`config.mk`:
```
export PLATFORM = sky130hd
export DESIGN_NAME = seg_display_mux_flat
export DESIGN_NICKNAME = d
export VERILOG_FILES = /design/src/rtl/seg_pkg.sv /design/src/rtl/seg_display_mux_if.sv /design/src/rtl/seg_slot_timer.sv /design/src/rtl/seg_display_mux.sv /design/src/flat_wrapper.sv
export SDC_FILE = /design/constraint.sdc
export NUM_CORES = 1
export LEC_CHECK = 0
export CORE_ASPECT_RATIO = 1.25
export CORE_MARGIN = 2
export CORE_UTILIZATION = 40
export DETAILED_ROUTE_END_ITERATION = 6
export PLACE_DENSITY = 0.68
export SLEW_MARGIN = 15
export SYNTH_ARGS = -nofsm -noshare
export SYNTH_HDL_FRONTEND = slang
export SYNTH_SLANG_ARGS = --single-unit
export TNS_END_PERCENT = 30
```
`constraint.sdc`:
```
create_clock -name clk -period 3.25 [get_ports clk]
set_input_delay 0.4875 -clock clk [delete_from_list [all_inputs] [get_ports clk]]
set_output_delay 0.4875 -clock clk [all_outputs]
set_load 0.01 [all_outputs]
```
`src/rtl/seg_pkg.sv`:
```
// Shared definitions for the keypad scanner and the 7-segment display mux.
// Segment patterns are active-low: bit7 = dp, bits6..0 = a..g, 8'hFF = dark.
// Digit selects are active-low; bit k selects digit k, with k=0 the rightmost.
package seg_pkg;

  typedef logic [7:0] seg_t;

  localparam seg_t       SEG_BLANK = 8'hFF;
  localparam logic [3:0] AN_OFF    = 4'b1111;
  localparam int         N_DIG     = 4;

  // Active-low one-hot select for digit `slot`.
  function automatic logic [3:0] an_select(input logic [1:0] slot);
    an_select = ~(4'b0001 << slot);
  endfunction

endpackage

```
`src/rtl/seg_display_mux_if.sv`:
```
// Bundle between the keypad scanner side and the display mux.
// Signals:
//   en         display enable (driver -> mux)
//   bright     4-bit brightness (driver -> mux)
//   dig1..dig4 segment patterns, dig1 = rightmost / newest key (driver -> mux)
//   seg        segment drive, active-low (mux -> display)
//   an         digit select, active-low (mux -> display)
//   frame_tick one-cycle pulse after each complete 4-slot frame (mux -> driver)
// Timing contract: there is no valid/ready handshake. The driver may change
// any input at any time. The mux samples en and bright on every rising clk
// edge, and it samples dig1..dig4 only at the first cycle of each frame. All
// outputs are registered.
interface seg_display_mux_if;
  import seg_pkg::*;

  logic       en;
  logic [3:0] bright;
  seg_t       dig1;
  seg_t       dig2;
  seg_t       dig3;
  seg_t       dig4;
  seg_t       seg;
  logic [3:0] an;
  logic       frame_tick;

  modport master (
    output en, bright, dig1, dig2, dig3, dig4,
    input  seg, an, frame_tick
  );

  modport slave (
    input  en, bright, dig1, dig2, dig3, dig4,
    output seg, an, frame_tick
  );
endinterface

```
`src/rtl/seg_slot_timer.sv`:
```
// Slot timer for the display mux.
// cnt counts 0..DIV-1 inside a digit slot. slot advances 0..3 each time cnt
// wraps. While en is low, both counters are parked at 0, so that the next
// enable starts a clean frame.
// Ports:
//   clk, rst_n  clock and asynchronous active-low reset
//   en          run enable
//   cnt         cycle position inside the current slot
//   slot        current digit slot (0 = rightmost)
//   wrap        cnt is at DIV-1 while enabled (the slot ends this cycle)
//   frame_end   wrap in slot 3 (the frame ends this cycle)
//   snap        first cycle of a frame while enabled (the input snapshot point)
module seg_slot_timer #(
  parameter int DIV = 1000,
  parameter int CW  = (DIV > 1) ? $clog2(DIV) : 1
) (
  input  logic          clk,
  input  logic          rst_n,
  input  logic          en,
  output logic [CW-1:0] cnt,
  output logic [1:0]    slot,
  output logic          wrap,
  output logic          frame_end,
  output logic          snap
);

  assign wrap      = en && (cnt == CW'(DIV - 1));
  assign frame_end = wrap && (slot == 2'd3);
  assign snap      = en && (slot == 2'd0) && (cnt == '0);

  always_ff @(posedge clk or negedge rst_n) begin
    if (!rst_n) begin
      cnt  <= '0;
      slot <= 2'd0;
    end else if (!en) begin
      cnt  <= '0;
      slot <= 2'd0;
    end else if (wrap) begin
      cnt  <= '0;
      slot <= slot + 2'd1;
    end else begin
      cnt  <= cnt + CW'(1);
    end
  end

endmodule

```
`src/rtl/seg_display_mux.sv`:
```
// Time-multiplexes four segment patterns onto one shared 4-digit
// common-anode display. The block blanks the display at the start of each
// slot to stop ghosting. It snapshots the inputs once per frame so that a
// frame never tears. It also applies 16-level brightness PWM inside the
// active window of each slot.
// Ports:
//   clk, rst_n  clock and asynchronous active-low reset
//   bus         seg_display_mux_if slave: en, bright, dig1..dig4 in;
//               seg, an, frame_tick out (all outputs registered)
module seg_display_mux
  import seg_pkg::*;
#(
  parameter int DIV   = 1000,
  parameter int BLANK = 16
) (
  input logic               clk,
  input logic               rst_n,
  seg_display_mux_if.slave  bus
);

  localparam int CW = (DIV > 1) ? $clog2(DIV) : 1;

  logic [CW-1:0] cnt;
  logic [1:0]    slot;
  logic          wrap;
  logic          frame_end;
  logic          snap;

  seg_slot_timer #(.DIV(DIV), .CW(CW)) u_timer (
    .clk       (clk),
    .rst_n     (rst_n),
    .en        (bus.en),
    .cnt       (cnt),
    .slot      (slot),
    .wrap      (wrap),
    .frame_end (frame_end),
    .snap      (snap)
  );

  // Per-frame copy of the inputs. Changes on dig1..dig4 outside the snapshot
  // cycle stay hidden until the next frame begins.
  seg_t shadow [N_DIG];

  always_ff @(posedge clk or negedge rst_n) begin
    if (!rst_n) begin
      for (int i = 0; i < N_DIG; i++) shadow[i] <= SEG_BLANK;
    end else if (snap) begin
      shadow[0] <= bus.dig1;
      shadow[1] <= bus.dig2;
      shadow[2] <= bus.dig3;
      shadow[3] <= bus.dig4;
    end
  end

  // PWM phase inside the active window. cnt >= BLANK holds wherever the
  // phase is used, so the subtraction never underflows. Only the low 4 bits
  // are kept, which makes long windows repeat the PWM every 16 cycles.
  logic       in_blank;
  logic [3:0] pwm_phase;
  logic       lit;

  assign in_blank  = (cnt < CW'(BLANK));
  assign pwm_phase = 4'(cnt - CW'(BLANK));
  assign lit       = bus.en && !in_blank && (pwm_phase <= bus.bright);

  seg_t       seg_next;
  logic [3:0] an_next;
  logic       tick_next;

  always_comb begin
    seg_next  = SEG_BLANK;
    an_next   = AN_OFF;
    tick_next = frame_end;
    if (lit) begin
      seg_next = shadow[slot];
      an_next  = an_select(slot);
    end
  end

  // All outputs have one cycle of latency. Blanking and the disable case
  // both fall out of `lit`, so at most one an bit is ever low.
  always_ff @(posedge clk or negedge rst_n) begin
    if (!rst_n) begin
      bus.seg        <= SEG_BLANK;
      bus.an         <= AN_OFF;
      bus.frame_tick <= 1'b0;
    end else begin
      bus.seg        <= seg_next;
      bus.an         <= an_next;
      bus.frame_tick <= tick_next;
    end
  end

endmodule

```
`src/flat_wrapper.sv`:
```
// flat-port wrapper written by rule: the top's interface ports become plain ports
module seg_display_mux_flat import seg_pkg::*;
#(
  parameter int DIV   = 1000,
  parameter int BLANK = 16
)
  (clk, rst_n, bus_en, bus_bright, bus_dig1, bus_dig2, bus_dig3, bus_dig4, bus_seg, bus_an, bus_frame_tick);
  seg_display_mux_if bus_i ();
  input logic clk;
  input logic rst_n;
  input wire logic [$bits(bus_i.en)-1:0] bus_en;
  input wire logic [$bits(bus_i.bright)-1:0] bus_bright;
  input wire logic [$bits(bus_i.dig1)-1:0] bus_dig1;
  input wire logic [$bits(bus_i.dig2)-1:0] bus_dig2;
  input wire logic [$bits(bus_i.dig3)-1:0] bus_dig3;
  input wire logic [$bits(bus_i.dig4)-1:0] bus_dig4;
  output wire logic [$bits(bus_i.seg)-1:0] bus_seg;
  output wire logic [$bits(bus_i.an)-1:0] bus_an;
  output wire logic [$bits(bus_i.frame_tick)-1:0] bus_frame_tick;
  assign bus_i.en = bus_en;
  assign bus_i.bright = bus_bright;
  assign bus_i.dig1 = bus_dig1;
  assign bus_i.dig2 = bus_dig2;
  assign bus_i.dig3 = bus_dig3;
  assign bus_i.dig4 = bus_dig4;
  assign bus_seg = bus_i.seg;
  assign bus_an = bus_i.an;
  assign bus_frame_tick = bus_i.frame_tick;
  seg_display_mux #(.DIV(DIV), .BLANK(BLANK)) u_core (.clk(clk), .rst_n(rst_n), .bus(bus_i));
endmodule
```
==> results of run 1 <==
-- cell families after synthesis --
kind of cell / count (synthesis) / synth area share (%)
flip-flops: 57 / 52.3
multiplexers: 42 / 23.8
AND/OR/NAND/NOR: 37 / 7.86
AO/OA/AOI/OAI: 28 / 6.45
buffers and inverters: 26 / 4.28
adder cells (fa/ha/maj): 10 / 4.42
XOR/XNOR: 3 / 0.928
-- sequential cells by signal (all words and copies together) (netlist names) --
signal	cells
u_core.u_timer.cnt	10
u_core.bus.frame_tick	1
u_core.bus.an	4
u_core.shadow	32
u_core.u_timer.slot	2
u_core.bus.seg	8
-- power groups by stage --
stage / sequential, mW / combinational, mW / clock (mW)
3_3_place_gp: 1.06 / 0.463 / 0
5_1_grt: 1.07 / 0.512 / 0.799
3_5_place_dp: 1.06 / 0.479 / 0
6_report: 1.05 / 0.472 / 0.750
2_1_floorplan: 1.03 / 0.352 / 0
4_1_cts: 1.06 / 0.480 / 0.765
-- cell usage in the layout, fill, tap and decap left out, drive strengths merged --
cell | synthesis | routed
mux4 | 8 | 8
nand3 | 3 | 3
nand4bb | 1 | 1
buf | 4 | 5
and4bb | 1 | 1
inv | 18 | 20
nor2b | 1 | 1
xnor2 | 1 | 1
clkinv | 0 | 2
or4 | 2 | 2
clkdlybuf4s50 | 0 | 50
o211ai | 11 | 11
dfstp | 44 | 44
nor4 | 2 | 2
or3 | 3 | 3
o21a | 1 | 1
o221ai | 1 | 1
dfrtp | 13 | 13
bufinv | 0 | 2
xor2 | 2 | 2
nor2 | 7 | 7
clkbuf | 4 | 9
nand2 | 12 | 12
mux2 | 32 | 32
o41ai | 1 | 1
mux2i | 2 | 2
o21ai | 5 | 5
o31ai | 1 | 1
a31oi | 2 | 2
nand4 | 4 | 4
a21oi | 6 | 6
ha | 10 | 10
clkinvlp | 0 | 1
nor3 | 1 | 1
-- worst min path at each step --
stage                                     start               endpoint  slack (ps)  depth (start not counted)
final                                     rst_n  u_core.u_timer.cnt[7]         250                          1
after detailed placement  u_core.u_timer.cnt[0]  u_core.u_timer.cnt[0]         480                          1
after global placement    u_core.u_timer.cnt[0]  u_core.u_timer.cnt[0]         480                          1
after CTS                                 rst_n  u_core.u_timer.cnt[3]         280                          1
after global routing                      rst_n  u_core.u_timer.cnt[7]         310                          1
after floorplan                           rst_n  u_core.bus.frame_tick         190                          0
-- per-stage QoR --
step | total power, mW | instances
after floorplan | 1.38 | 203
after global placement | 1.52 | 340
after detailed placement | 1.54 | 340
after CTS | 2.30 | 356
after global routing | 2.39 | 356
final | 2.28 | 356
-- area by class of cell --
cell class | instances | area (µm²) | area share [%]
clock buffer | 9 | 124 | 3.38
clock inverter | 7 | 103 | 2.80
timing repair buffer | 55 | 536 | 14.6
inverter | 18 | 67.6 | 1.85
sequential | 57 | 1480 | 40.5
tap | 90 | 113 | 3.08
multi-input combinational | 120 | 1240 | 33.8
-- per-layer routing --
layer	track usage, %	wire length, µm	vias up
met1	17.9	2260	868
met4	8.22	124	0
li1	-	-	851
met5	0	0	-
met2	25.6	2780	39
met3	2.96	184	9
==> flow_summary.yaml, run 1 <==
pwr:
  seqPwrFrac_pct: 46.3
  clockPowerShare_pct: 33.0
  ir_drop_uv: 292
  leakagePower_nw: 1.54
  combPwrFrac_pct: 20.7
  p_int_mw: 1.72
  p_sw_share_pct: 24.3
  p_per_area_nw_per_um2: 622
  switching_power_mw: 0.552
clocking:
  cts.sinks: 57
  clockBufferDepth: 2
  cts_resized: 0
  cts_setup_buffers: 0
  cts_root_buf: "clkbuf_8"
  clk_latency_ps: 340
  clkSlewWorstSetupHoldPaths_ps: 70
  cts_buffers: 9
  h-tree-depth: 3
  cts_tree: "yes"
  postCtsHoldBufs: 0
yosys:
  ys_seq_elements: 57
  synth_top_area_share_pct: 40.8
  ys_top_cells_by_count: "dfstp_2 (44), mux2_4 (30), inv_1 (18)"
  synthCells: 203
  yosys_most_used_dff: "dfstp_2"
  synth_cell_types: 34
  ys_warn_count: 0
  syn_area_per_cell_um2: 14.0
  netlist_area_um2: 2830
  synthesis.nets: 252
  synth_edf_count: 0
  synth_seq_area_share_pct: 52.3
  synth_most_common_cell: "dfstp_2"
  synth.area.top_cells: "dfstp_2 (41%), mux2_4 (16%), dfrtp_1 (11%)"
  async_flop_share_pct: 100
  synth_top_area_cell: "dfstp_2"
sta:
  rsz0062_at_grt: "no"
  setup_tns_ps: 0
  finClkSkew_ps: 9.33
  slew_headroom_pct: 41.9
  final-setup-viol-count: 0
  slew_violations: 0
  post-route-period-util_pct: 76.6
  whs_ps: 250
  setup_ws_ps: 760
  final-hold-violation-count: 0
  tightest_slew_ps: 864
  min_period_ps: 2490
  timing.fmax_mhz: 402
critical_path:
  cp_cell_sequence: "inv_1 -> ha_1 -> and4bb_2 -> nand4_4 -> mux2_4"
  timing.rr.start: "u_core.u_timer.slot[1]"
  crit_buf_inv: 1
  r2r-end: "u_core.shadow[22]"
  crit_path_end: "u_core.shadow[22]"
  worstPathArrival_ps: 2750
  cp-start-kind: "register"
  slowest_delay_ps: 650
  worst_setup_path_end_kind: "register"
  cp.required_ps: 3510
  cp-startpoint: "u_core.u_timer.slot[1]"
  slowest_stage: "nand4_4"
  r2r_slack_ps: 760
  r2r_cells: 5
  crit_type: "reg -> reg"
  crit_fanout: 32
  path_depth: 5
  cpLargestDelayFamily: "simple AND/OR/NAND/NOR gates"
floorplanning:
  die_h_um: 98.1
  num_rows: 34
  die_w_um: 79.3
  coreArea_um2: 6890
  die_area_um2: 7780
  start_util_pct: 41.1
  ioPinCount: 52
drt:
  vias: 1767
  wirelength_mm: 5.35
  drt_iter0_drc: 88
  drc: 0
  wl_per_cell_um: 15.0
  ant_nets: 0
  firstDrtPassIters: 4
  drt-vias-per-instance: 4.96
grt:
  grt_start_max_net_pins: 40
  antenna_found_initial: 0
  grt_pass1_vias: 1850
  grt-ovfl-total: 0
  track_usage_pct: 15.1
  grt_pass1_wl_mm: 8.95
finish:
  fill_cells: 608
  post-route-util_pct: 53.1
  stdcell_area_um2: 3660
  insertedDiodeCount: 0
  nets: 310
  final_layout_size_suffix_gt1_share_pct: 41.0
  syn_to_final_growth_pct: 29.2
hold_path:
  hold_class: "in -> async"
placement:
  portBuffers: 51
  gp_congestion: 0.829
  detailed_place.area_um2: 3430
  dpl_worst_slack_ps: 492
  dp_hpwl_mm: 3.75
flow_run:
  cap_violations: 0
outcome:
  status: "finished clean"
Power figures use the tool's default switching activity.
==> inputs of run 2 (changes only) <==
--- a/config.mk
+++ b/config.mk
@@ -9,7 +9,7 @@
 export CORE_MARGIN = 2
 export CORE_UTILIZATION = 40
 export DETAILED_ROUTE_END_ITERATION = 6
-export PLACE_DENSITY = 0.68
+export PLACE_DENSITY = 0.7
 export SLEW_MARGIN = 15
 export SYNTH_ARGS = -nofsm -noshare
 export SYNTH_HDL_FRONTEND = slang
==> constraint.sdc (replaced) <==
create_clock -name clk -period 2.07 [get_ports clk]
set_input_delay 0.3105 -clock clk [delete_from_list [all_inputs] [get_ports clk]]
set_output_delay 0.3105 -clock clk [all_outputs]
set_load 0.01 [all_outputs]
==> run 2 against run 1 <==
Compared with the run above: total power increased by 51%; clock-buffer cell count rose by 1; critical endpoint is now bus_seg[4]; cell count grew 2.2%.
==> flow_summary.yaml, run 2 (same netlist as run 1, synthesis figures left out) <==
sta:
  finClkSkew_ps: 8.82
  post-route-period-util_pct: 83.1
  timing.fmax_mhz: 581
  min_period_ps: 1720
  tightest_slew_ps: 443
  rsz0062_at_grt: "no"
  slew_headroom_pct: 70.3
  setup_tns_ps: 0
  final-hold-violation-count: 0
  final-setup-viol-count: 0
  slew_violations: 0
floorplanning:
  ioPinCount: 52
  die_w_um: 79.3
  start_util_pct: 41.1
  die_h_um: 98.1
  num_rows: 34
  coreArea_um2: 6890
  die_area_um2: 7780
hold_path:
  hold_class: "in -> async"
critical_path:
  worstPathArrival_ps: 1410
  cp-start-kind: "register"
  cp_cell_sequence: "clkdlybuf4s50_1"
  crit_fanout: 1
  r2r_cells: 4
  slowest_stage: "clkdlybuf4s50_1"
  crit_buf_inv: 1
  worst_setup_path_end_kind: "output pin"
  cpLargestDelayFamily: "buffers and inverters"
  slowest_delay_ps: 550
  crit_type: "reg -> out"
  cp.required_ps: 1760
  path_depth: 1
clocking:
  cts_root_buf: "clkbuf_8"
  cts_setup_buffers: 0
  cts_buffers: 9
  clockBufferDepth: 2
  cts_tree: "yes"
  cts.sinks: 57
  clk_latency_ps: 340
  h-tree-depth: 3
  clkSlewWorstSetupHoldPaths_ps: 70
pwr:
  ir_drop_uv: 443
  leakagePower_nw: 1.57
  p_per_area_nw_per_um2: 925
finish:
  stdcell_count: 364
  final_layout_size_suffix_gt1_share_pct: 42.3
  syn_to_final_growth_pct: 30.8
  largest_reg_flops: 32
  top_regs: "u_core.shadow: 32 flops, u_core.u_timer.cnt: 10 flops, u_core.bus.seg: 8 flops"
  largest-register: "u_core.shadow"
  nets: 318
  insertedDiodeCount: 0
  layout_commonest_cell: "clkdlybuf4s50_1"
  final_cell_mix: "clkdlybuf4s50_1 (50), dfstp_2 (44), mux2_4 (30)"
grt:
  grt-ovfl-total: 0
  grt_start_max_net_pins: 25
  track_usage_pct: 15.5
  antenna_found_initial: 0
  grt_pass1_wl_mm: 8.99
  grt_pass1_vias: 1837
drt:
  wirelength_mm: 5.32
  drc: 0
  firstDrtPassIters: 4
  ant_nets: 0
  drt_iter0_drc: 90
  vias: 1799
  drt-vias-per-instance: 4.94
  wl_per_cell_um: 14.6
placement:
  dp_hpwl_mm: 3.85
  dp_cells: 347
  portBuffers: 51
  gp_congestion: 0.797
outcome:
  status: "finished clean"
flow_run:
  cap_violations: 0
==> run 2: changes by cell type in the layout (fill, tap and decap cells not counted), sizes merged <==
cell	delta
dlygate4sd3	+1
bufinv	-1
buf	+7
clkbuf	+1
inv	-2
clkinv	+2
==> run 2: final cells by class <==
type                    count  area, µm²
flip-flops and latches     57       1480
multi-input cells         120       1240
well taps                  90        113
repair buffers             63        611
fillers                   616       3190
clock buffers              10        138
inverters                  18       67.6
clock inverters             6       57.6
==> run 2: power by group <==
group          internal (mW)  total (mW)  switching, mW
combinational          0.514       0.749          0.235
clock                  0.579        1.02          0.441
sequential              1.52        1.66          0.141
total                   2.61        3.43          0.817
==> run 2: metal layers <==
metal	global-route usage (%)	wire length, µm	share of wire [%]
met5	0	0	0
met3	3.14	185	3.5
met2	24.0	2640	50
met1	19.7	2330	44
met4	9.95	165	3.1
==> run 2: repair_timing <==
action | CTS | global route
hold buffers | 1 | 0
resized for setup | 0 | 0
endpoints found under the hold margin | 10 | 0
==> run 2: path summary, 6_finish.rpt <==
kind | from | endpoint | slack [ps]
max | u_core.bus.seg[4] | bus_seg[4] | 350
min | rst_n | u_core.u_timer.cnt[5] | 440
max reg2reg | u_core.u_timer.cnt[4] | u_core.shadow[22] | 360
min reg2reg | u_core.u_timer.cnt[0] | u_core.u_timer.cnt[0] | 490
max in group asynchronous | rst_n | u_core.bus.seg[3] | 930
min in group clk | u_core.u_timer.cnt[0] | u_core.u_timer.cnt[0] | 490
==> run 2: per-stage QoR <==
stage | utilization [%] | hold slack, ps | area (µm²) | power (mW) | setup WS (ps)
final | 53.8 | 441 | 3700 | 3.43 | 350
after global routing | 53.8 | 489 | 3700 | 3.60 | 280
after CTS | 53.8 | 441 | 3700 | 3.47 | 332
after detailed placement | 50.8 | 289 | 3500 | 2.43 | 198
after global placement | 50.8 | 277 | 3500 | 2.40 | 228
after floorplan | - | 14.9 | 2830 | 2.17 | 188
